### config.mk
export PLATFORM = sky130hd
export DESIGN_NAME = tl_mo_master
export DESIGN_NICKNAME = d
export VERILOG_FILES = /design/src/rtl/tl_mo_master.sv
export SDC_FILE = /design/constraint.sdc
export NUM_CORES = 1
export LEC_CHECK = 0
export ABC_AREA = 1
export CORE_UTILIZATION = 35
export DETAILED_ROUTE_END_ITERATION = 16
export PLACE_DENSITY = 0.75
export SYNTH_ARGS = -nofsm -noshare
export SYNTH_HDL_FRONTEND = slang
export SYNTH_SLANG_ARGS = --single-unit
export TNS_END_PERCENT = 30
### constraint.sdc
create_clock -name clk -period 2 [get_ports clk]
set_clock_uncertainty 0.15 [all_clocks]
set_input_delay 0.4 -clock clk [delete_from_list [all_inputs] [get_ports clk]]
set_output_delay 0.4 -clock clk [all_outputs]
set_load 0.05 [all_outputs]
### src/rtl/tl_mo_master.sv
`default_nettype none
// ============================================================================
// Module   : tl_mo_master
// Purpose  : Multiple-outstanding TileLink-UL master. Converts a simple
//            request handshake into A-channel Get/PutFull/PutPartial messages,
//            allocates one source ID per in-flight transaction, and forwards
//            D-channel beats (in any order) to a response handshake.
// Options  : TL_RSP_CHECK_EN - drop and flag D beats that match no busy slot
//            or carry the wrong opcode for the stored transaction type.
// Revision : 1.0 - initial release
// ============================================================================

`ifndef TL_ADDR_BITS
`define TL_ADDR_BITS 32
`endif
`ifndef TL_SIZE_BITS
`define TL_SIZE_BITS 3
`endif
`ifndef TL_DATA_BYTES
`define TL_DATA_BYTES 4
`endif
`ifndef TL_SOURCE_BITS
`define TL_SOURCE_BITS 4
`endif
`ifndef TL_SINK_BITS
`define TL_SINK_BITS 1
`endif

module tl_mo_master #(
  parameter int MAX_OUT = 4
) (
  input  logic                          clk,
  input  logic                          rst_n,
  // request side
  input  logic                          req_valid,
  output logic                          req_ready,
  input  logic [1:0]                    req_type,
  input  logic [`TL_ADDR_BITS-1:0]      req_address,
  input  logic [`TL_SIZE_BITS-1:0]      req_size,
  input  logic [`TL_DATA_BYTES*8-1:0]   req_data,
  input  logic [`TL_DATA_BYTES-1:0]     req_mask,
  output logic [`TL_SOURCE_BITS-1:0]    req_source,
  // TileLink A channel
  output logic                          a_valid,
  input  logic                          a_ready,
  output logic [2:0]                    a_opcode,
  output logic [2:0]                    a_param,
  output logic [`TL_SIZE_BITS-1:0]      a_size,
  output logic [`TL_SOURCE_BITS-1:0]    a_source,
  output logic [`TL_ADDR_BITS-1:0]      a_address,
  output logic [`TL_DATA_BYTES-1:0]     a_mask,
  output logic [`TL_DATA_BYTES*8-1:0]   a_data,
  // TileLink D channel
  input  logic                          d_valid,
  output logic                          d_ready,
  input  logic [3:0]                    d_opcode,
  input  logic [1:0]                    d_param,
  input  logic [`TL_SIZE_BITS-1:0]      d_size,
  input  logic [`TL_SOURCE_BITS-1:0]    d_source,
  input  logic [`TL_SINK_BITS-1:0]      d_sink,
  input  logic                          d_denied,
  input  logic [`TL_DATA_BYTES*8-1:0]   d_data,
  // response side
  output logic                          rsp_valid,
  input  logic                          rsp_ready,
  output logic [`TL_SOURCE_BITS-1:0]    rsp_source,
  output logic [`TL_DATA_BYTES*8-1:0]   rsp_data,
  output logic                          rsp_denied,
  output logic                          rsp_is_data,
  output logic [$clog2(MAX_OUT+1)-1:0]  outstanding_cnt,
  output logic                          rsp_error
);

  localparam int SRC_W = `TL_SOURCE_BITS;
  localparam int CNT_W = $clog2(MAX_OUT+1);
  localparam int MSK_W = `TL_DATA_BYTES;

  localparam logic [1:0] TYPE_PUTFULL = 2'd1;
  localparam logic [1:0] TYPE_PUTPART = 2'd2;

  localparam logic [2:0] OP_GET     = 3'd4;
  localparam logic [2:0] OP_PUTFULL = 3'd0;
  localparam logic [2:0] OP_PUTPART = 3'd1;

  localparam logic [3:0] OP_ACCESSACK     = 4'd0;
  localparam logic [3:0] OP_ACCESSACKDATA = 4'd1;

  // Per-slot tracking state
  logic [MAX_OUT-1:0] busy;
  logic [1:0]         slot_type [MAX_OUT];
  logic [MAX_OUT-1:0] hit;

  logic               any_free;
  logic [SRC_W-1:0]   free_idx;
  logic               alloc;
  logic               d_fire;
  logic               src_busy;
  logic [1:0]         src_type;
  logic [3:0]         exp_opcode;
  logic               beat_ok;
  logic               fwd;
  logic               free_en;

  // One-hot decode of d_source against each slot index
  generate
    for (genvar i = 0; i < MAX_OUT; i++) begin : g_hit
      assign hit[i] = (d_source == SRC_W'(i));
    end
  endgenerate

  // Lowest-index free slot, scanning from the top so the lowest wins
  always_comb begin
    any_free = 1'b0;
    free_idx = '0;
    for (int i = MAX_OUT - 1; i >= 0; i--) begin
      if (!busy[i]) begin
        any_free = 1'b1;
        free_idx = SRC_W'(i);
      end
    end
  end

  // Look up busy/type of the slot addressed by the incoming D beat
  always_comb begin
    src_type = 2'd0;
    for (int i = 0; i < MAX_OUT; i++) begin
      if (hit[i]) src_type = slot_type[i];
    end
  end

  assign src_busy   = |(busy & hit);
  assign exp_opcode = (src_type == TYPE_PUTFULL || src_type == TYPE_PUTPART)
                      ? OP_ACCESSACK : OP_ACCESSACKDATA;
  assign beat_ok    = src_busy && (d_opcode == exp_opcode);

  assign req_source = free_idx;
  assign req_ready  = any_free && (!a_valid || a_ready);
  assign alloc      = req_valid && req_ready;
  assign d_ready    = !rsp_valid || rsp_ready;
  assign d_fire     = d_valid && d_ready;

`ifdef TL_RSP_CHECK_EN
  assign fwd     = d_fire && beat_ok;
  assign free_en = fwd;
`else
  assign fwd     = d_fire;
  assign free_en = d_fire && src_busy;
`endif

  logic unused_inputs;
  assign unused_inputs = ^{d_param, d_size, d_sink, beat_ok};

  // Slot allocation on request acceptance, release on a matching D beat
  always_ff @(posedge clk or negedge rst_n) begin
    if (!rst_n) begin
      busy <= '0;
      for (int i = 0; i < MAX_OUT; i++) slot_type[i] <= 2'd0;
    end else begin
      for (int i = 0; i < MAX_OUT; i++) begin
        if (free_en && hit[i]) busy[i] <= 1'b0;
        if (alloc && free_idx == SRC_W'(i)) begin
          busy[i]      <= 1'b1;
          slot_type[i] <= req_type;
        end
      end
    end
  end

  // A-channel register: loads on acceptance, holds while stalled
  always_ff @(posedge clk or negedge rst_n) begin
    if (!rst_n) begin
      a_valid   <= 1'b0;
      a_opcode  <= 3'd0;
      a_param   <= 3'd0;
      a_size    <= '0;
      a_source  <= '0;
      a_address <= '0;
      a_mask    <= '0;
      a_data    <= '0;
    end else if (alloc) begin
      a_valid   <= 1'b1;
      a_param   <= 3'd0;
      a_size    <= req_size;
      a_source  <= free_idx;
      a_address <= req_address;
      a_data    <= req_data;
      case (req_type)
        TYPE_PUTFULL: begin
          a_opcode <= OP_PUTFULL;
          a_mask   <= {MSK_W{1'b1}};
        end
        TYPE_PUTPART: begin
          a_opcode <= OP_PUTPART;
          a_mask   <= req_mask;
        end
        default: begin
          a_opcode <= OP_GET;
          a_mask   <= {MSK_W{1'b1}};
        end
      endcase
    end else if (a_ready) begin
      a_valid <= 1'b0;
    end
  end

  // Response register: captures each forwarded D beat
  always_ff @(posedge clk or negedge rst_n) begin
    if (!rst_n) begin
      rsp_valid   <= 1'b0;
      rsp_source  <= '0;
      rsp_data    <= '0;
      rsp_denied  <= 1'b0;
      rsp_is_data <= 1'b0;
    end else if (fwd) begin
      rsp_valid   <= 1'b1;
      rsp_source  <= d_source;
      rsp_data    <= d_data;
      rsp_denied  <= d_denied;
      rsp_is_data <= (d_opcode == OP_ACCESSACKDATA);
    end else if (rsp_ready) begin
      rsp_valid <= 1'b0;
    end
  end

  // In-flight counter; simultaneous allocate and free cancel out
  always_ff @(posedge clk or negedge rst_n) begin
    if (!rst_n) begin
      outstanding_cnt <= '0;
    end else begin
      case ({alloc, free_en})
        2'b10:   outstanding_cnt <= outstanding_cnt + CNT_W'(1);
        2'b01:   outstanding_cnt <= outstanding_cnt - CNT_W'(1);
        default: outstanding_cnt <= outstanding_cnt;
      endcase
    end
  end

`ifdef TL_RSP_CHECK_EN
  // Sticky flag for D beats that matched no outstanding transaction
  always_ff @(posedge clk or negedge rst_n) begin
    if (!rst_n) begin
      rsp_error <= 1'b0;
    end else if (d_fire && !beat_ok) begin
      rsp_error <= 1'b1;
    end
  end
`else
  assign rsp_error = 1'b0;
`endif

endmodule

`default_nettype wire

==> flow_metrics.py <==
metrics = {
    "critical_path": {
        "crit_slowest_cell": "clkdlybuf4s50_1",
        "path_max_fanout": 2,
        "crit_type": "in -> reg",
        "critPathRequiredTime_ps": 2140,
        "path_buf_inv": 3,
        "endpoint_kind": "register",
        "r2r-end": "outstanding_cnt[2]",
        "cp_data_arrival_time_ps": 2090,
        "cp.depth": 11,
        "critical_path.cell_chain": "clkdlybuf4s50_1, inv_1, nand2_8, nand2_8, a21oi_4, ha_4, inv_2, fa_2, a21oi_2, o21ai_1, xnor2_1",
        "slowest_delay_ps": 460,
        "cp-startpoint": "rsp_ready",
        "worst-r2r-setup-slack_ps": 50,
        "regToRegStartpoint": "busy[1]",
        "cp-endpoint": "outstanding_cnt[2]",
        "crit_path_frequent_cell": "nand2_8",
        "cp_top_family": "buffers and inverters",
        "ff2ff_path_depth": 9,
        "start_kind": "primary input",
    },
    "synth": {
        "synth_top_family_by_area": "simple AND/OR/NAND/NOR gates",
        "yosys_warnings": 0,
        "yosys-top-cells-area": "dfrtp_1 62%, nand2_1 26%, buf_4 1.7%",
        "syn_avg_cell_area_um2": 8.71,
        "synthSimpleGateAreaFrac_pct": 29.2,
        "synthArstFlopShare_pct": 100,
        "ys_ff_latch": 122,
        "synthTopCellsByCount": "345 x nand2_1, 122 x dfrtp_1, 16 x inv_1",
        "synth-adder-area-share_pct": 1.17,
        "ys.flop_type": "dfrtp_1",
        "synth_area_mm2": 0.00494,
        "netlist-cell-type-count": 21,
        "synth_compound_area_share_pct": 1.32,
        "yosys.area.top_type": "dfrtp_1",
        "synth_edf_count": 0,
        "ys_seq_area_share_pct": 61.8,
        "yosysMostFrequentCell": "nand2_1",
        "synth_top_area_share_pct": 61.8,
        "synth_mux_area_share_pct": 0,
        "synth-xor-area-share_pct": 0.355,
        "synthCells": 567,
    },
    "global_routing": {
        "grt_overflow_total": 0,
        "busiest_layer": "met2",
        "grt_antenna_before_repair": 0,
        "grt_pass1_vias": 4216,
        "grt_usage_pct": 19.1,
        "met2_usage_pct": 32.0,
        "grt_use_met1_pct": 23.4,
        "grt_max_degree": 60,
        "use_met3_pct": 4.25,
        "grt_pass1_wl_um": 21200,
    },
    "die": {
        "die-height_um": 121,
        "initial_core_util_pct": 35.7,
        "die_area_mm2": 0.0146,
        "core_mm2": 0.0138,
        "rows": 43,
        "die_width_um": 121,
        "num_io_pins": 257,
    },
    "placed_design": {
        "place_congestion": 0.818,
        "port_buffers": 241,
        "dp_cells": 985,
        "dpl_cell_area_mm2": 0.00740,
        "dp.final_hpwl_um": 9580,
    },
    "pwr": {
        "power_switching_uw": 6910,
        "p_clk_share_pct": 20.5,
        "combPwrFrac_pct": 52.5,
        "peakVddDrop_uv": 1260,
        "seqPwrFrac_pct": 27.0,
        "p_per_area_mw_per_mm2": 1820,
        "switching_share_pct": 47.1,
        "leakagePower_uw": 0.00423,
        "p_int_uw": 7770,
    },
    "drt": {
        "drtIter0Drc": 179,
        "wire_per_inst_um": 13.1,
        "drtPass1Iterations": 5,
        "drc": 0,
        "num_vias": 4446,
        "wirelength_um": 13400,
        "via_per_inst": 4.36,
        "ant_nets": 0,
    },
    "clock_network": {
        "cts_max_level": 4,
        "cts_tree": "built",
        "clkLatencyLatePin_ps": 400,
        "cts_made_buffers": 17,
        "cts.path.max_buffers": 2,
        "cts_root_buf": "clkbuf_16",
        "clock_sinks": 122,
        "path_clk_slew_ps": 60,
    },
    "sta": {
        "setup_tns_ps": 0,
        "min_period_ps": 1950,
        "rsz0062_at_grt": "yes",
        "fmaxAchievable_ghz": 0.514,
        "final_hold_viol_count": 0,
        "holdWs_ps": 160,
        "fin_crit_sh_pct": 97.4,
        "slew_viol_final": 0,
        "setup_viol": 0,
    },
    "flow_run": {
        "max_cap_viol_count": 0,
    },
    "layout": {
        "diodes": 0,
        "fin_cells": 1020,
        "nets": 957,
        "areaGrowthSynthToFinish_pct": 62.9,
        "fill_cells": 1212,
        "final_area_mm2": 0.00804,
        "drive_gt1_share_pct": 23.9,
    },
    "outcome": {
        "status": "finished clean",
    },
    "worst_hold_path": {
        "hp-class": "in -> reg",
    },
}
-- power groups by stage --
stage	Combinational [uW]	Clock (uW)	Sequential [uW]
after detailed placement	7750	0	3970
after CTS	7770	3070	3970
after global placement	7660	0	3960
after global routing	8200	3200	4090
after floorplan	2080	0	7020
final	7700	3010	3960
-- final cells by class --
cell class / count / area (um^2) / share of cell area, %
repair buffers: 266 / 2410 / 29.9
well taps: 180 / 225 / 2.80
clock buffers: 21 / 470 / 5.85
clock inverters: 11 / 120 / 1.49
multi-input cells: 402 / 1690 / 21.1
flip-flops and latches: 122 / 3060 / 38.0
inverters: 18 / 67.6 / 0.840
-- layer usage --
layer  wire length, um  vias up
li1                  -     2223
met1              5700     2070
met2              6790      130
met3               605       23
met4               290        0
met5                 0        -
-- stage by stage --
stage / total power (uW) / setup slack [ps] / util (%)
final: 14700 / 52.7 / 58.2
after global routing: 15500 / -60.7 / 58.2
after CTS: 14800 / 9.41 / 57.9
after detailed placement: 11700 / -625 / 53.5
after global placement: 11600 / -550 / 53.5
after floorplan: 9090 / -143 / -
-- registers in the layout (all words and copies together), names as in the netlist, 2 cells and up --
name	cells
rsp_data	32
a_mask	4
busy	4
a_address	32
rsp_source	4
outstanding_cnt	3
a_data	32
a_opcode	2
a_source	2
a_size	3
-- cells in the final DEF, fill, tap and decap left out, drive strengths merged --
cell type,n
a21oi,2
and2,1
buf,147
bufinv,2
clkbuf,22
clkdlybuf4s15,3
clkdlybuf4s50,114
clkinv,6
clkinvlp,3
conb,9
dfrtp,122
dlygate4sd3,1
fa,1
ha,3
inv,18
nand2,346
nand3,11
nand3b,1
nand4,1
nor2,11
nor3,3
o21ai,11
xnor2,2
-- worst min path at each step --
stage | startpoint | to | slack, ps | depth (start not counted)
after floorplan | rst_n | a_address[0] | -50 | 0
after global placement | rst_n | rsp_is_data | 190 | 1
after detailed placement | rst_n | rsp_is_data | 190 | 1
after CTS | d_source[2] | rsp_source[2] | 180 | 3
after global routing | d_source[2] | rsp_source[2] | 190 | 3
final | d_source[2] | rsp_source[2] | 160 | 3
-- worst reg2reg max path: cells and delay by family (launching register included) --
family / cells / cell delay, ps
AOI/OAI and AO/OA: 2 / 220
DFF: 1 / 420
adders and majority gates: 2 / 470
and+or+nand+nor: 3 / 410
xor gates and xnor gates: 1 / 130
buffers and inverters: 1 / 30
-- timing repair --
item / in CTS / in global routing
hold buffers: 1 / 0
setup buffers: 0 / 2
gates resized for setup: 7 / 13
hold endpoints to repair: 24 / 0
pin swaps: 8 / 9
setup endpoints to repair: 3 / 4
-- logic make-up after synthesis --
logic type | Yosys count
AND/OR/NAND/NOR | 374
buffers and inverters | 51
AO/OA/AOI/OAI | 13
other | 1
XOR/XNOR | 2
adder cells (fa/ha/maj) | 4
flip-flops | 122
(Power assumes the default switching activity.)
